`config.mk`:
```
export PLATFORM = sky130hd
export DESIGN_NAME = sb_seven_seg
export DESIGN_NICKNAME = d
export VERILOG_FILES = /design/src/rtl/sb_seven_seg.sv
export SDC_FILE = /design/constraint.sdc
export NUM_CORES = 1
export LEC_CHECK = 0
export CAP_MARGIN = 25
export CORE_MARGIN = 3
export CORE_UTILIZATION = 34
export DETAILED_ROUTE_END_ITERATION = 10
export SYNTH_ARGS = -nofsm -noshare
export SYNTH_HDL_FRONTEND = slang
export SYNTH_SLANG_ARGS = --single-unit
```
`constraint.sdc`:
```
create_clock -name clk -period 1.4 [get_ports clk]
set_input_delay 0.14 -clock clk [delete_from_list [all_inputs] [get_ports clk]]
set_output_delay 0.14 -clock clk [all_outputs]
set_load 0.005 [all_outputs]
```
`src/rtl/sb_seven_seg.sv`:
```
// Registered hex/BCD to seven-segment decoder for one display digit.
// Segment, decimal-point and digit-enable polarity are fixed by parameters ahead of the output flops.
module sb_seven_seg #(
   parameter bit SEG_ACTIVE_LOW   = 1'b0,
   parameter bit DIGIT_ACTIVE_LOW = 1'b0,
   parameter bit BCD_ONLY         = 1'b0
) (
   input  logic clk,
   input  logic rst,
   input  logic w,
   input  logic x,
   input  logic y,
   input  logic z,
   output logic a,
   output logic b,
   output logic c,
   output logic d,
   output logic e,
   output logic f,
   output logic g,
   output logic dp,
   output logic digit
);

   logic [3:0] code;
   logic [6:0] seg_lit;
   logic [6:0] seg_phys;

   assign code = {w, x, y, z};

   // Logical lit pattern, bit order a..g from MSB to LSB
   always_comb begin
      seg_lit = '0;
      case (code)
         4'h0: seg_lit = 7'b1111110;
         4'h1: seg_lit = 7'b0110000;
         4'h2: seg_lit = 7'b1101101;
         4'h3: seg_lit = 7'b1111001;
         4'h4: seg_lit = 7'b0110011;
         4'h5: seg_lit = 7'b1011011;
         4'h6: seg_lit = 7'b1011111;
         4'h7: seg_lit = 7'b1110000;
         4'h8: seg_lit = 7'b1111111;
         4'h9: seg_lit = 7'b1111011;
         4'hA: seg_lit = 7'b1110111;
         4'hB: seg_lit = 7'b0011111;
         4'hC: seg_lit = 7'b1001110;
         4'hD: seg_lit = 7'b0111101;
         4'hE: seg_lit = 7'b1001111;
         4'hF: seg_lit = 7'b1000111;
         default: seg_lit = '0;
      endcase
      if (BCD_ONLY && (code > 4'd9)) begin
         seg_lit = '0;
      end
   end

   always_comb begin
      seg_phys = seg_lit ^ {7{SEG_ACTIVE_LOW}};
   end

   always_ff @(posedge clk) begin
      if (rst) begin
         {a, b, c, d, e, f, g} <= {7{SEG_ACTIVE_LOW}};
         dp                    <= SEG_ACTIVE_LOW;
         digit                 <= DIGIT_ACTIVE_LOW;
      end else begin
         {a, b, c, d, e, f, g} <= seg_phys;
         dp                    <= SEG_ACTIVE_LOW;
         digit                 <= ~DIGIT_ACTIVE_LOW;
      end
   end

endmodule

```
==> Word-level counts from Yosys, hierarchy flattened <==
Memory sizes are Yosys's and may differ from the RTL's. A register that Yosys moved wholly into a read port is not among the register bits.
Index checks and enable logic that the tools add are counted.
{ "word_totals": {"inputBits": 6, "rom_bits": 112, "word_cells": 3, "ff_bits": 1, "mem_count": 1, "out_inout_bits": 9} }
{ "op_classes": {"muxes": 1} }
{ "mem_list": {"columns": ["memory", "depth", "word_bits", "rd", "rd_clocked_by_memory_dff", "wr", "line_no", "rtl"], "rows": [
  ["(no name shown)", 16, 7, 1, 1, 0, "34", "case (code)"]
]} }
{ "ops": {"columns": ["op", "n"], "rows": [
  ["2-to-1 mux 1 bit", 1]
]} }

==> Depth between registers and ports, before layout <==
{ "logic_depth": {"ltp_word": 1, "ltp_mapped": 4} }

==> Least setup slack after synthesis <==
No wires, ideal clock.
{ "synth_path": {"kind": "input -> register", "startpoint": "in y", "endpoint": "reg f", "path_stages": 4, "t_required_ns": 1.321, "n_path_buf": 0, "t_arrival_ns": 0.941, "slack_ns": 0.379, "cell_sequence": "inv_1 ha_1 mux2_1 a211oi_2"} }
{ "synth_rtl": {"columns": ["item", "line_no", "rtl"], "rows": [
  ["from (decl)", "12", "input logic y,"],
  ["to (decl)", "19", "output logic f,"]
]} }

==> flow_summary.ini <==
[synth]
yosysSeqAreaShare = 0.3184
synth_nets = 58
syn_area_um2 = 503.0
ys_types = 25
synth_seq_cells = 8
netlist_instances = 45
synth_warnings = 0
post-synth-top-area-cell = dfxtp_1
synth_top_area_frac = 0.3184
syn_area_per_cell_um2 = 11.18
synthTopCellsByArea = dfxtp_1 (32%), ha_1 (17%), a221oi_2 (6.0%)

[critical_path]
worstSetupStartpoint = z
crit_path_end = g
crit_family = buffers and inverters
end_kind = register
critPathBufInv = 2
cp.arrival_ns = 1.50
cp.depth = 5
path_class = input pin to register
crit_path_cell_trace = clkdlybuf4s50_1, inv_1, ha_1, mux2_1, a221oi_2
crit_path_max_fanout = 4
cp-start-kind = input pin
worst_path_max_delay_cell = clkdlybuf4s50_1
slowest_delay_ns = 0.53
crit_required_ns = 1.56

[timing]
max_freq_mhz = 748.2
whs_ns = 0.6376
rsz0062_at_grt = no
layout_min_cycle_time_ns = 1.337
post-route-period-util = 0.9547
finalSetupViolCount = 0
finalHoldViolations = 0
maxSlewViolCount = 0

[power]
peakVddDrop_mv = 0.4348
clkPwrFrac = 0.296
power.internal_mw = 0.4403
switchingPower_mw = 0.1377
power.density_mw_per_mm2 = 796.4
pwr-share-comb = 0.270
power.share.switching = 0.2383
power_mw = 0.5780
power.leakage_nw = 0.3319
seq_power_share = 0.434

[cells_and_area]
syn2layout_area_growth_pct = 44.28
final_common_cell = clkdlybuf4s50_1
fill_cells = 133
fin_area_um2 = 725.7
nets = 83
drive_gt1_frac = 0.3382
n_antenna_cell = 0
multiInputGateArea_um2 = 307.8
final_cell_mix = clkdlybuf4s50_1 (13), buf_4 (10), dfxtp_1 (8), ha_1 (7)
final-seq-area_um2 = 160.2

[min_path]
hold_class = input pin to register

[route]
drc = 0
wl_per_cell_um = 11.04
wirelength_um = 916
drt_iter0_markers = 6
via_per_inst = 4.554
ant_nets = 0
firstDrtPassIters = 4
vias = 378

[floorplanning]
fp-row-count = 13
fp.dieH_um = 44.46
die-area_mm2 = 0.001977
chipWidth_um = 44.46
num_io_pins = 15
design.core.area_mm2 = 0.001350
start_util = 0.3726

[clock_network]
cts_max_path_buffers = 2
post_cts_buffers = 0
numClockSinks = 8
ctsHoldBuffers = 0
cts_resized = 0
clockRootBuffer = clkbuf_4
h-tree-depth = 1
cts_buffers = 3
cts_tree = done
cts.clk_slew.worst_paths_ns = 0.05

[placed_design]
hpwl_um = 751
routabilityCongestion = 0.7339
port_buffers = 13
place_area_um2 = 703.2

[outcome]
status = complete, no violations

[global_routing]
grt_usage = 0.1040
grt_pass1_vias = 354
grt_first_pass_wirelength_mm = 1.455
antenna_found_initial = 0
grt_max_degree = 11
overflow = 0

[flow_run]
cap_violations = 0
[worst min path at each step]
stage / startpoint / endpoint / cells after the start
after floorplan: rst / f / 1
after global placement: d / d / 1
after detailed placement: a / a / 1
after CTS: x / c / 3
after global routing: rst / digit / 3
final: x / c / 3
[registers in the layout (all words and copies together), names as in the netlist]
| signal | cells |
|---|---|
| d | 1 |
| g | 1 |
| f | 1 |
| a | 1 |
| b | 1 |
| digit | 1 |
| e | 1 |
| c | 1 |
[power groups by stage]
stage,combinational [mW],sequential [mW],clock (mW)
finish,0.156,0.251,0.171
global route,0.170,0.252,0.197
CTS,0.158,0.251,0.185
detailed placement,0.158,0.256,0
global placement,0.158,0.255,0
floorplan,0.0720,0.259,0
[per-layer routing]
metal | GRT usage | up-vias | share of wire
li1 | - | 204 | -
met1 | 0.1398 | 159 | 0.49
met2 | 0.1404 | 13 | 0.43
met3 | 0.02846 | 2 | 0.063
met4 | 0.07229 | 0 | 0.016
met5 | 0 | - | 0
[Yosys cell counts]
cell and number:
buf_6 1, nand3b_1 1, mux2_2 2, nor2b_1 3, mux2_1 2, o22ai_2 1
or2_2 1, nor2_2 1, o31ai_1 1, buf_4 1, dfxtp_1 8, a211oi_2 1
buf_2 1, o311a_1 1, nor2_1 1, o32ai_2 1, a221oi_2 2, nor2b_4 1
inv_1 3, nand2b_1 1, a211o_1 1, conb_1 1, and2_1 1, nor3_1 1
ha_1 7
[layout make-up]
type                    instances  share of cell area
inverters                       3             0.01552
multi-input cells              31              0.4241
well taps                      15             0.02586
clock buffers                   3             0.03103
repair buffers                 23              0.2828
flip-flops and latches          8              0.2207
[kinds of logic after synthesis]
family                   after synthesis  share of synthesized area
AO/OA/AOI/OAI                          8                     0.1940
other                                  1                   0.007456
buffers and inverters                  6                    0.06964
AND/OR/NAND/NOR                       11                     0.1468
multiplexers                           4                    0.08955
flip-flops                             8                     0.3184
adder cells (fa/ha/maj)                7                     0.1741
[stage by stage]
step,setup WS [ns],TNS (ns),utilization,instances
4_1_cts,0.07271,0,0.5375,83
2_1_floorplan,0.3792,0,-,45
3_5_place_dp,-0.1841,-0.8272,0.5209,80
6_report,0.06348,0,0.5375,83
5_1_grt,0.006362,0,0.5375,83
3_3_place_gp,-0.1865,-0.7946,0.5209,80
Note: power is estimated with default switching activity, not from simulation.
